[src/rtl/if_fetch_queue.sv]
// if_fetch_queue: PC register plus DEPTH-entry first-word-fall-through prefetch queue between instruction ROM and decode.
module if_fetch_queue #(
  parameter int ADDR_W = 8,
  parameter int INSTR_W = 32,
  parameter int DEPTH = 4,
  parameter int PC_STEP = 4,
  parameter logic [ADDR_W-1:0] RESET_PC = '0
) (
  input  logic                       clk,
  input  logic                       rst_n,
  input  logic                       fetch_en_i,
  output logic [ADDR_W-1:0]          imem_addr_o,
  input  logic [INSTR_W-1:0]         imem_data_i,
  input  logic                       redirect_i,
  input  logic [ADDR_W-1:0]          redirect_pc_i,
  input  logic                       id_ready_i,
  output logic                       id_valid_o,
  output logic [INSTR_W-1:0]         id_instr_o,
  output logic [ADDR_W-1:0]          id_pc_o,
  output logic [ADDR_W-1:0]          id_next_pc_o,
  output logic [$clog2(DEPTH+1)-1:0] count_o,
  output logic                       full_o,
  output logic                       empty_o
);
  localparam int PW = $clog2(DEPTH);
  localparam int CW = $clog2(DEPTH+1);
  localparam logic [ADDR_W-1:0] STEP = ADDR_W'(PC_STEP);
  logic [ADDR_W-1:0] pc_q, pc_d, pc_inc;
  logic [PW-1:0] rd_q, rd_d, wr_q, wr_d;
  logic [CW-1:0] cnt_q, cnt_d;
  logic [ADDR_W-1:0] pc_mem [DEPTH];
  logic [ADDR_W-1:0] npc_mem [DEPTH];
  logic [INSTR_W-1:0] ins_mem [DEPTH];
  logic push, pop;
  assign pc_inc = pc_q + STEP;
  assign imem_addr_o = pc_q;
  assign count_o = cnt_q;
  assign full_o = cnt_q == CW'(DEPTH);
  assign empty_o = cnt_q == '0;
  assign id_valid_o = !empty_o;
  // Redirect masks both handshakes so the flush cycle neither consumes nor fetches.
  assign pop = id_valid_o & id_ready_i & !redirect_i;
  assign push = fetch_en_i & !redirect_i & (!full_o | pop);
  assign id_instr_o = empty_o ? '0 : ins_mem[rd_q];
  assign id_pc_o = empty_o ? '0 : pc_mem[rd_q];
  assign id_next_pc_o = empty_o ? '0 : npc_mem[rd_q];
  always_comb begin
    pc_d = redirect_i ? redirect_pc_i : push ? pc_inc : pc_q;
    rd_d = redirect_i ? '0 : rd_q + PW'(pop);
    wr_d = redirect_i ? '0 : wr_q + PW'(push);
    cnt_d = redirect_i ? '0 : cnt_q + CW'(push) - CW'(pop);
  end
  always_ff @(posedge clk or negedge rst_n) begin
    if (!rst_n) begin
      pc_q <= RESET_PC;
      rd_q <= '0;
      wr_q <= '0;
      cnt_q <= '0;
    end else begin
      pc_q <= pc_d;
      rd_q <= rd_d;
      wr_q <= wr_d;
      cnt_q <= cnt_d;
    end
  end
  // Storage is deliberately unreset; count alone defines which entries are live.
  always_ff @(posedge clk) begin
    if (push) begin
      pc_mem[wr_q] <= pc_q;
      npc_mem[wr_q] <= pc_inc;
      ins_mem[wr_q] <= imem_data_i;
    end
  end
endmodule

[config.mk]
export PLATFORM = sky130hd
export DESIGN_NAME = if_fetch_queue
export DESIGN_NICKNAME = d
export VERILOG_FILES = /design/src/rtl/if_fetch_queue.sv
export SDC_FILE = /design/constraint.sdc
export NUM_CORES = 1
export LEC_CHECK = 0
export CORE_MARGIN = 5
export CORE_UTILIZATION = 59
export DETAILED_ROUTE_END_ITERATION = 8
export PLACE_DENSITY = 0.9
export SYNTH_ARGS = -nofsm -noshare
export SYNTH_HDL_FRONTEND = slang
export SYNTH_SLANG_ARGS = --single-unit
[constraint.sdc]
create_clock -name clk -period 15.85 [get_ports clk]
set_clock_uncertainty 0.05 [all_clocks]
set_input_delay 1.585 -clock clk [delete_from_list [all_inputs] [get_ports clk]]
set_output_delay 1.585 -clock clk [all_outputs]
set_load 0.01 [all_outputs]
; ---- Word level (Yosys, flattened, before mapping)
; Memories as Yosys holds them, arrays and structs flattened.
; Index checks and enable logic that the tools add are counted.
[op_classes]
n_bitwise = 5
n_reduce_logical = 5
n_addsub = 5
n_eq_ne = 1
n_div = 0
n_mux = 10
order_cmp = 0
multipliers = 0
n_shift = 0
[ops]
columns = operator, count
row1 = $mux 32, 1
row2 = $mux 8, 4
row3 = $add 8x3->8 const B, 1
row4 = $add 2x1->2, 2
row5 = $and 1x1->1, 4
row6 = $mux 2, 2
row7 = $add 3x1->3, 1
row8 = $eq 3x3->1 const B, 1
row9 = $logic_not 1->1, 3
row10 = $logic_not 3->1, 1
row11 = $mux 3, 1
row12 = $sub 3x1->3, 1
row13 = $mux 1, 2
row14 = $reduce_bool 2->1, 1
row15 = $or 1x1->1, 1
[totals]
register_bits = 15
memories = 3
word_cells = 33
romBits = 0
in_bits = 45
latchBits = 0
out_inout_bits = 62
mem_bits_rw = 192
[mem_list]
columns = memory, words, width, read_ports, rd_ports_with_merged_regs, write_ports, line
row1 = ins_mem, 4, 32, 1, 0, 1, 33  ; logic [INSTR_W-1:0] ins_mem [DEPTH];
row2 = npc_mem, 4, 8, 1, 0, 1, 32  ; logic [ADDR_W-1:0] npc_mem [DEPTH];
row3 = pc_mem, 4, 8, 1, 0, 1, 31  ; logic [ADDR_W-1:0] pc_mem [DEPTH];

; ---- Logic depth before layout (Yosys ltp)
[depth]
word_depth = 9
depth_mapped = 11
ltp_nobuf = 10

; ---- Least setup slack after synthesis
; Ideal clock, no wire load.
[synth_path]
kind = input port to flip-flop
start = input redirect_i
end = memory ins_mem[1][0] (enable)
path_buffers = 2
slack_ns = 8.422
t_required_ns = 15.220
setup_ns = 0.580
stages = 3
t_arrival_ns = 6.797
cell_sequence = buf_2 > clkbuf_1 > nor4b_1
[synth_between]
elab_chain_len = 6
word_cells_on_any_way = 7
[synth_rtl]
columns = element, line
row1 = "start, declared", 14  ; input logic redirect_i,
row2 = $logic_not 1->1 *, "42, 43"
row3 = $and 1x1->1, 42  ; assign pop = id_valid_o & id_ready_i & !redirect_i;
row4 = $or 1x1->1, 43  ; assign push = fetch_en_i & !redirect_i & (!full_o | pop);
row5 = $and 1x1->1 *, 43
row6 = $mux 1 *, 68  ; if (push) begin
row7 = $mux 1 (not written as such) *, 71  ; ins_mem[wr_q] <= imem_data_i;
row8 = "end, declared", 33
; Mark *: on every way between the ends. The rest lies on a longest branch, timed or not.

; ---- Worst setup path after layout
[layout_path]
start = register rd_q[0]
end = output id_pc_o[0]
[layout_between]
elab_chain_len = 2
[layout_rtl]
columns = element, line
row1 = "start, declared", 29  ; logic [PW-1:0] rd_q, rd_d, wr_q, wr_d;
row2 = "start signal, assigned", 61  ; rd_q <= rd_d;
row3 = $mem_v2 4x8, -
row4 = $mux 8, 45  ; assign id_pc_o = empty_o ? '0 : pc_mem[rd_q];
row5 = "end, declared", 19  ; output logic [ADDR_W-1:0] id_pc_o,
; No other way between the ends.

==> results.yml <==
outcome:
  status: "finished clean"
floorplan:
  rows: 42
  dieArea_mm2: 0.0157
  die_y_um: 125
  io_pins: 107
  initial_utilization_pct: 59.7
  core-area_mm2: 0.0131
  dieWidth_um: 125
synthesis:
  synth-edff-count: 184
  synth_common_cells: "edfxtp_1 (184), nor2b_1 (50), mux4_2 (46), dfrtp_1 (15), nand2_1 (8)"
  synthArstFlopShare_pct: 7.54
  synth_top_area_share_pct: 70.4
  synth-seq-cells: 199
  synth.yosys.warnings: 0
  synth_most_common_cell: "edfxtp_1"
  synth_area_leader_cell: "edfxtp_1"
  yosysSeqAreaShare_pct: 75.2
  synthFlopType: "edfxtp_1"
  syn_area_mm2: 0.00785
  synth_cell_types: 31
  synth_area_leaders: "edfxtp_1 (70%), mux4_2 (13%), dfrtp_1 (4.8%)"
  syn_avg_cell_area_um2: 20.6
  synth_cells: 381
  syn_nets: 431
final_layout:
  drive_above_1_share_pct: 18.4
  syn_to_final_growth_pct: 22.9
  num_antenna_cells: 0
  fin_nets: 537
  fill_cells: 733
worst_setup_path:
  rrSetupSlack_ps: 13210
  r2r-end: "ins_mem[1][16]$_DFFE_PP_"
  critPathKind: "reg2out"
  setup.worst_path.start_class: "flop"
  r2r-start: "count_o[1]$_DFF_PN0_"
  cp.required_ps: 14220
  crit_path_end_kind: "primary output"
  worstPathArrival_ps: 2820
  cp_max_fo: 47
  worstRegToRegCells: 4
clock_tree:
  path_clk_slew_ps: 70
  cts_tree: "built"
  cts.repair.resized: 0
  cts_hold_buf: 0
  clkLatencyLatePin_ps: 420
  clock_path_buffers: 2
  post_cts_buffers: 0
  cts_root_buf: "clkbuf_16"
  numCtsBuffers: 17
  h-tree-depth: 4
  cts.sinks: 199
placed_design:
  dp_hpwl_mm: 8.42
  io_buffers: 106
  place_congestion: 0.765
drt:
  ant_nets: 0
  drt_iter0_markers: 352
  route.vias.total: 3819
  via_per_inst: 5.65
  wl_mm: 14.1
  wl_per_cell_um: 20.9
  drt_first_pass_iters: 4
  drc: 0
power_and_ir_drop:
  switching_share_pct: 25.6
  p_per_area_mw_per_mm2: 141
  leakage_nw: 3.09
  finalPower_w: 0.00136
  ir_worst_vdd_v: 0.000131
  p_int_w: 0.00101
  p_seq_share_pct: 46.6
  combPwrFrac_pct: 21.5
  power_frac_clock_pct: 31.9
  p_sw_w: 0.000347
grt:
  grt_pass1_vias: 4165
  grt_pass1_wl_mm: 22.9
  antenna_found_initial: 0
  overflow: 0
  grt_use_total_pct: 19.3
  grt_start_max_net_pins: 50
worst_hold_path:
  hp-start: "imem_addr_o[1]$_DFFE_PN0P_"
  hold_path.class: "reg2reg"
  min_to: "npc_mem[1][1]$_DFFE_PP_"
  min_path_cells: 0
timing:
  setup_viol: 0
  tightest_slew_ps: 1180
  fin_tns_setup_ps: 0
  rsz0062_at_grt: "no"
  max_freq_ghz: 0.224
  finalMaxSlewViolations: 0
  finalCriticalPeriod_ps: 4460
  report.final.hold_viol_count: 0
  max_slew_margin_pct: 21.4
  finalCritPeriodShare_pct: 28.1
flow_run:
  cap_violations: 0
-- logic make-up (layout without fill, tap and decap cells) --
group / count (synthesis) / after routing / synth area share [%]
AOI/OAI and AO/OA: 7 / 7 / 0.446
xor gates and xnor gates: 14 / 14 / 1.56
adders and majority gates: 5 / 5 / 0.893
buffers and inverters: 26 / 145 / 2.04
DFF: 199 / 199 / 75.2
muxes: 49 / 49 / 13.6
and+or+nand+nor: 81 / 81 / 6.24
-- worst max-delay path, stage by stage, from the launching register on --
cell and delay, ps:
dfrtp_4 1050, mux4_2 630, nor2b_1 170, clkdlybuf4s50_1 520
-- routing by layer --
| layer | global-route usage [%] | share of wire (%) | vias to the layer above |
|---|---|---|---|
| met1 | 26.3 | 42 | 1955 |
| met5 | 0 | 0 | - |
| met4 | 5.99 | 0.88 | 0 |
| met2 | 31.2 | 52 | 140 |
| met3 | 4.90 | 5.0 | 8 |
| li1 | - | - | 1716 |
-- area by class of cell --
class,instances,area (um^2),area share [%]
Clock buffer,19,443,4.59
Sequential cell,199,5910,61.2
Multi-Input combinational cell,156,1810,18.8
Timing Repair Buffer,110,1090,11.3
Inverter,3,11.3,0.117
Tap cell,176,220,2.28
Clock inverter,13,161,1.67
-- worst max path at each step --
stage | cells after the start | slack [ps] | to | from
global placement | 3 | 11490 | ins_mem[1][28]$_DFFE_PP_ | redirect_i
finish | 3 | 11390 | id_pc_o[0] | rd_q[0]$_DFF_PN0_
CTS | 3 | 11330 | id_pc_o[0] | rd_q[0]$_DFF_PN0_
detailed placement | 3 | 11310 | ins_mem[1][28]$_DFFE_PP_ | redirect_i
floorplan | 3 | 8420 | ins_mem[1][0]$_DFFE_PP_ | redirect_i
global route | 3 | 11190 | id_pc_o[0] | rd_q[0]$_DFF_PN0_
-- through the flow --
| stage | setup slack, ps | cells | cell area [um^2] | utilization (%) | hold slack [ps] |
|---|---|---|---|---|---|
| 6_report | 11390 | 676 | 9640 | 73.4 | 526 |
| 5_1_grt | 11190 | 676 | 9640 | 73.4 | 565 |
| 4_1_cts | 11330 | 676 | 9640 | 73.4 | 529 |
| 3_5_place_dp | 11310 | 644 | 9040 | 68.8 | 514 |
| 3_3_place_gp | 11490 | 644 | 9040 | 68.8 | 500 |
| 2_1_floorplan | 8420 | 381 | 7850 | - | 444 |
-- layout by cell type, fill, tap and decap left out, drive strengths merged, types with 6 or more instances in the layout --
| master | instances |
|---|---|
| edfxtp | 184 |
| clkdlybuf4s50 | 106 |
| nor2b | 50 |
| mux4 | 46 |
| clkbuf | 19 |
| dfrtp | 15 |
| nand2 | 9 |
| inv | 9 |
| xnor2 | 7 |
| xor2 | 7 |
| nor2 | 6 |
| o21ai | 6 |
-- power groups by stage --
| stage | clock network [W] | registers [W] | logic, W |
|---|---|---|---|
| 2_1_floorplan | 0 | 0.000627 | 0.000162 |
| 3_3_place_gp | 0 | 0.000641 | 0.000290 |
| 3_5_place_dp | 0 | 0.000644 | 0.000295 |
| 4_1_cts | 0.000439 | 0.000632 | 0.000297 |
| 5_1_grt | 0.000463 | 0.000637 | 0.000314 |
| 6_report | 0.000433 | 0.000631 | 0.000292 |
-- sequential cells by signal (all words and copies together), names as in the netlist --
register,count
count_o,3
wr_q,2
rd_q,2
pc_mem,24
imem_addr_o,8
ins_mem,128
npc_mem,32
(Power assumes the default switching activity.)
